**config.mk**
```make
export PLATFORM = sky130hd
export DESIGN_NAME = instr_fetch_sequencer
export DESIGN_NICKNAME = d
export VERILOG_FILES = /design/src/rtl/instr_fetch_sequencer.sv
export SDC_FILE = /design/constraint.sdc
export NUM_CORES = 1
export LEC_CHECK = 0
export ABC_AREA = 1
export CORE_AREA = 2 2 79 81
export DETAILED_ROUTE_END_ITERATION = 8
export DIE_AREA = 0 0 81 83
export PLACE_DENSITY = 0.77
export SETUP_SLACK_MARGIN = 0.2
export SYNTH_ARGS = -nofsm -noshare
export SYNTH_HDL_FRONTEND = slang
export SYNTH_SLANG_ARGS = --single-unit
export TNS_END_PERCENT = 50
```
**constraint.sdc**
```tcl
create_clock -name clock -period 1.99 [get_ports clock]
set_clock_uncertainty 0.05 [all_clocks]
set_input_delay 0.2985 -clock clock [delete_from_list [all_inputs] [get_ports clock]]
set_output_delay 0.2985 -clock clock [all_outputs]
set_load 0.01 [all_outputs]
```
**src/rtl/instr_fetch_sequencer.sv**
```systemverilog
// rtl/instr_fetch_sequencer.sv - PC-driven instruction fetch FSM with two-word support and wait-state timeout
module instr_fetch_sequencer #(
  parameter int DATA_WIDTH = 16,
  parameter int LONG_BIT   = 15,
  parameter int WAIT_WIDTH = 4,
  parameter int MAX_WAIT   = 15
) (
  input  logic                  clock,
  input  logic                  notReset,
  input  logic                  enable,
  input  logic                  flush,
  input  logic [DATA_WIDTH-1:0] pcAddr,
  output logic                  pcNotOE,
  output logic                  pcInc,
  output logic [DATA_WIDTH-1:0] memAddr,
  output logic                  memRead,
  input  logic                  memReady,
  input  logic [DATA_WIDTH-1:0] memData,
  output logic [DATA_WIDTH-1:0] ir,
  output logic [DATA_WIDTH-1:0] imm,
  output logic                  isLong,
  output logic                  irValid,
  input  logic                  irConsume,
  output logic                  fault
);

  typedef enum logic [2:0] {
    S_IDLE,
    S_ADDR,
    S_REQ,
    S_INC,
    S_VALID,
    S_FAULT
  } state_t;

  // Counter value seen during the last permitted REQ cycle.
  localparam logic [WAIT_WIDTH-1:0] LAST_WAIT =
    WAIT_WIDTH'((MAX_WAIT > 0) ? (MAX_WAIT - 1) : 0);
  localparam logic TIMEOUT_ON = (MAX_WAIT != 0);

  state_t                  state_q;
  logic [DATA_WIDTH-1:0]   mem_addr_q;
  logic [DATA_WIDTH-1:0]   ir_q;
  logic [DATA_WIDTH-1:0]   imm_q;
  logic                    is_long_q;
  logic [WAIT_WIDTH-1:0]   wait_q;
  logic                    second_q;

  always_ff @(posedge clock or negedge notReset) begin
    if (!notReset) begin
      state_q    <= S_IDLE;
      mem_addr_q <= '0;
      ir_q       <= '0;
      imm_q      <= '0;
      is_long_q  <= 1'b0;
      wait_q     <= '0;
      second_q   <= 1'b0;
    end else begin
      case (state_q)
        S_IDLE: begin
          if (enable) begin
            state_q  <= S_ADDR;
            second_q <= 1'b0;
          end
        end
        S_FAULT: begin
          state_q <= S_FAULT;
        end
        default: begin
          // Flush overrides every in-flight action, including a ready data beat.
          if (flush) begin
            state_q  <= enable ? S_ADDR : S_IDLE;
            second_q <= 1'b0;
          end else begin
            case (state_q)
              S_ADDR: begin
                mem_addr_q <= pcAddr;
                wait_q     <= '0;
                state_q    <= S_REQ;
              end
              S_REQ: begin
                if (memReady) begin
                  if (!second_q) begin
                    ir_q      <= memData;
                    is_long_q <= memData[LONG_BIT];
                  end else begin
                    imm_q <= memData;
                  end
                  state_q <= S_INC;
                end else begin
                  if (wait_q != '1) begin
                    wait_q <= wait_q + 1'b1;
                  end
                  if (TIMEOUT_ON && (wait_q == LAST_WAIT)) begin
                    state_q <= S_FAULT;
                  end
                end
              end
              S_INC: begin
                if (!second_q && is_long_q) begin
                  second_q <= 1'b1;
                  state_q  <= S_ADDR;
                end else begin
                  state_q <= S_VALID;
                end
              end
              S_VALID: begin
                if (irConsume) begin
                  state_q <= enable ? S_ADDR : S_IDLE;
                end
              end
              default: begin
                state_q <= S_IDLE;
              end
            endcase
          end
        end
      endcase
    end
  end

  assign pcNotOE = (state_q != S_ADDR);
  assign pcInc   = (state_q == S_INC) && !flush;
  assign memRead = (state_q == S_REQ);
  assign irValid = (state_q == S_VALID);
  assign fault   = (state_q == S_FAULT);
  assign memAddr = mem_addr_q;
  assign ir      = ir_q;
  assign imm     = imm_q;
  assign isLong  = is_long_q;

endmodule

```
; After elaboration in Yosys (flattened, before gate mapping)
; Index checks and enable logic that the tools add are counted.
[op_classes]
addsub = 1
multipliers = 0
div_mod_pow = 0
magnitude_cmp = 0
n_eq_ne = 13
n_shift = 0
n_mux = 17
bitwise_logic = 4
reduce_logical = 15
[op_table]
columns = operator, count
row1 = 3-bit 2-to-1 mux, 6
row2 = 5-bit AND reduction, 3
row3 = 3-bit case mux with 4 select lines, 1
row4 = 4-bit 2-to-1 mux, 2
row5 = 4-bit case mux with 2 select lines, 1
row6 = 3-bit by 2-bit == test with 1-bit output (second input constant), 2
row7 = 3-bit == test (second input constant), 2
row8 = 6-bit by 2-bit inequality test with 1-bit output (second input constant), 1
row9 = 3-bit case mux with 2 select lines, 1
row10 = 3-bit AND reduction, 2
row11 = 3-bit nonzero test, 2
row12 = 1-bit 2-to-1 mux, 5
row13 = 5-bit by 2-bit inequality test with 1-bit output (second input constant), 1
row14 = 4-bit by 1-bit adder with 4-bit output (second input constant), 1
row15 = 4-bit == test (second input constant), 1
row16 = 2-bit inequality test (second input constant), 2
row17 = 4-bit inequality test (second input constant), 1
row18 = 1-bit inverter, 4
row19 = 4-bit AND reduction, 1
row20 = 3-bit by 1-bit == test with 1-bit output (second input constant), 1
row21 = 3-bit zero test, 1
row22 = 3-bit by 1-bit inequality test with 1-bit output (second input constant), 1
row23 = 1-bit logical AND, 2
row24 = 1-bit zero test, 2
row25 = other kinds (4), 4
[word_totals]
regBits = 57
latchBits = 0
ram_bits = 0
romBits = 0
in_bits = 38
out_inout_bits = 54
wordCells = 57
n_memories = 0

; Logic depth before layout (Yosys ltp)
[logic_depth]
ltp_word = 6
mapped_depth = 8

; Worst setup path after synthesis
; OpenSTA, ideal clock, no wires.
[synth_path]
path_kind = flip-flop to flip-flop
start = register state_q[0]
end = register imm_q[12] (netlist: imm[12])
setup_time_ns = 0.118
arrival_time_ns = 1.376
slack_ns = 0.447
path_stages_with_launch = 8
path_buffers = 1
synth_period_minus_slack_ns = 1.543
path_cell_list = dfrtp_1 > nor3_4 > nand2_1 > nor2_2 > nand2_2 > buf_6 > nand2_1 > o21ai_2
[synth_rtl]
columns = element, line_no
row1 = from (decl), 41  ; state_t state_q;
row2 = from (signal assigned), 72  ; state_q <= enable ? S_ADDR : S_IDLE;
row3 = from (signal assigned), 109  ; state_q <= enable ? S_ADDR : S_IDLE;
row4 = 3-bit by 2-bit == test with 1-bit output, -
row5 = via memRead, 16  ; output logic memRead,
row6 = 5-bit AND reduction (no source line), -
row7 = to (signal assigned), 87  ; imm_q <= memData;
row8 = to (decl), 44  ; logic [DATA_WIDTH-1:0] imm_q;
; The timed path passes the listed nets, and every way through them passes these cells.
; A chain may end at the register's enable or synchronous reset.

; Worst setup path after layout
[layout_path]
start = register state_q[0]
end = output irValid
[layout_via]
elab_chain_len = 1
[layout_lines]
columns = element, line_no
row1 = 3-bit == test, 125  ; assign irValid = (state_q == S_VALID);
row2 = to (decl), 22  ; output logic irValid,
; No other way between the ends.

==> flow_summary.toml <==
[route]
drc = 0
drtAntennaViolNets = 0
totalWireLength_um = 5770
drt-initial-drc-count = 137
wl_per_cell_um = 12.5
vias = 2189
viasPerCell = 4.76
drtPass1Iterations = 4

[grt]
grt_max_degree = 33
track_usage = 0.175
grt_pass1_wl_um = 9450
grt_overflow = 0
antenna_found_initial = 0
grt_pass1_vias = 2174

[power]
peakVddDrop_v = 0.000752
leakagePower_nw = 1.75
powerDensity_mw_per_mm2 = 1130

[critical_path]
cp.required_ns = 1.64
cp-end-kind = "output pin"
slowest_delay_ns = 0.43
cp-start-kind = "flip-flop"
critPathArrivalTime_ns = 1.37
crit_family = "buffers and inverters"
crit_buf_inv = 2
worstPathMaxFanout = 5
critPathKind = "flip-flop to output pin"
cp_cell_sequence = "buf_4, nor3_1, dlygate4sd2_1"
slowest_stage = "dfrtp_1"

[timing]
min_period_over_period = 0.866
setup_viol = 0
final_hold_viol_count = 0
rsz0062_at_grt = "yes"
fin_setup_tns_ns = 0
fmax_ghz = 0.580
fin_crit_ns = 1.72
slew_headroom = 0.591
fin_ws_ns = 0.267
drv_slew = 0
tightest_slew_ns = 0.613

[synthesis]
syn_inst = 285
synth_warnings = 0
synthesis.area_per_instance_um2 = 8.78
synthTopCellsByArea = "dfrtp_1 56%, nand2_1 14%, o21ai_0 7.4%, o21ai_2 5.6%, inv_1 4.5%"
synth.cell_area_mm2 = 0.00250
syn_nets = 325
synth_top_area_cell = "dfrtp_1"
synth-seq-cells = 56
yosysSeqAreaShare = 0.560
yosysUniqueCellTypes = 22
netlist.area_leader.share = 0.560

[floorplanning]
rows = 28
io_pins = 92
die_h_um = 83
die_area_mm2 = 0.00672
die_w_um = 81
start_util = 0.430
coreArea_mm2 = 0.00582

[finish]
area_growth_pct = 45.1
final_layout_size_suffix_gt1_frac = 0.125
finalNetCount = 425
antennaDiodeCount = 0
postLayoutCoreUtil = 0.625

[clock_network]
clk_pin_slew_ns = 0.10
htreeDepth = 2
clk_latency_ns = 0.30
cts_buffer_depth = 2
cts_tree = "yes"
cts_root_buf = "clkbuf_8"
cts_sinks = 56
cts-buffers-inserted = 5

[run]
drv_cap = 0

[outcome]
status = "finished, final reports clean"

[place]
dp_hpwl_um = 4240
gp_congestion = 0.797
dp_slack_ns = 0.153
portBuffers = 91

[hold_path]
hp-class = "primary input to asynchronous set/reset pin"
cell usage after synthesis, drive strengths merged:
master and number:
ha 2, nand2 94, nand4 2, inv 31, buf 5, nor2 17
nor3 2, xor2 1, o21ai 53, or2 1, nand3 13, clkbuf 6
dfrtp 56, xnor2 1, a21oi 1
power breakdown:
part / switching (mW) / total [mW] / internal, mW
sequential: 0.222 / 1.70 / 1.48
clock: 0.350 / 0.597 / 0.247
combinational: 0.882 / 1.79 / 0.906
kinds of logic (layout without fill, tap and decap cells):
logic type	after synthesis	count (layout)	share of synthesized area
AO/OA/AOI/OAI	54	54	0.132
buffers and inverters	42	142	0.0750
flip-flops	56	56	0.560
AND/OR/NAND/NOR	129	129	0.216
adder cells (fa/ha/maj)	2	2	0.0100
XOR/XNOR	2	2	0.00700
cells in the final DEF (no fill, tap or decap), drive strengths merged:
cell / Yosys / routed
a21oi: 1 / 1
buf: 5 / 13
clkbuf: 6 / 8
clkdlybuf4s50: 0 / 85
dfrtp: 56 / 56
dlygate4sd2: 0 / 3
dlygate4sd3: 0 / 1
ha: 2 / 2
inv: 31 / 32
nand2: 94 / 94
nand3: 13 / 13
nand4: 2 / 2
nor2: 17 / 17
nor3: 2 / 2
o21ai: 53 / 53
or2: 1 / 1
xnor2: 1 / 1
xor2: 1 / 1
routing by layer:
layer / global-route usage / vias up / share of wire
met2: 0.289 / 82 / 0.48
met5: 0 / - / 0
met4: 0.0324 / 0 / 0.0057
met1: 0.220 / 1009 / 0.43
met3: 0.0652 / 5 / 0.093
li1: - / 1093 / -
cell type report:
type                            count  area (um^2)
Clock buffer                        6         72.6
Clock inverter                      1         8.76
Fill cell                         520         2180
Inverter                           31          116
Multi-Input combinational cell    187          921
Sequential cell                    56         1400
Tap cell                           75         93.8
Timing Repair Buffer              104         1020
sequential cells by signal (all words and copies together), names as in the netlist:
signal	count
second_q	1
ir	16
state_q	3
wait_q	4
imm	16
memAddr	16
metrics by stage:
step	total power, mW	std cells	hold slack [ns]	cell area, um^2
after floorplan	2.52	285	-0.0471	2500
after global placement	3.48	451	0.243	3540
after detailed placement	3.52	451	0.247	3540
after CTS	4.12	460	0.446	3630
after global routing	4.38	460	0.462	3630
final	4.09	460	0.431	3630
timing repair:
item                                   CTS  global route
hold buffers                             1             0
setup endpoints to repair                5             5
buffers inserted                         1             0
gates resized for setup                  7             5
endpoints found under the hold margin   21             0
worst paths after layout:
check	startpoint	to	slack [ns]	cells past startpoint
setup / recovery	state_q[0]$_DFFE_PN0P_	irValid	0.27	3
hold / removal	notReset	imm[8]$_DFFE_PN0P_	0.43	2
setup reg to reg	state_q[0]$_DFFE_PN0P_	memAddr[5]$_DFFE_PN0P_	0.35	7
hold reg to reg	imm[10]$_DFFE_PN0P_	imm[10]$_DFFE_PN0P_	0.45	2
max in group asynchronous	notReset	state_q[2]$_DFFE_PN0P_	0.74	3
min in group clock	imm[10]$_DFFE_PN0P_	imm[10]$_DFFE_PN0P_	0.45	2
Power figures use the tool's default switching activity.
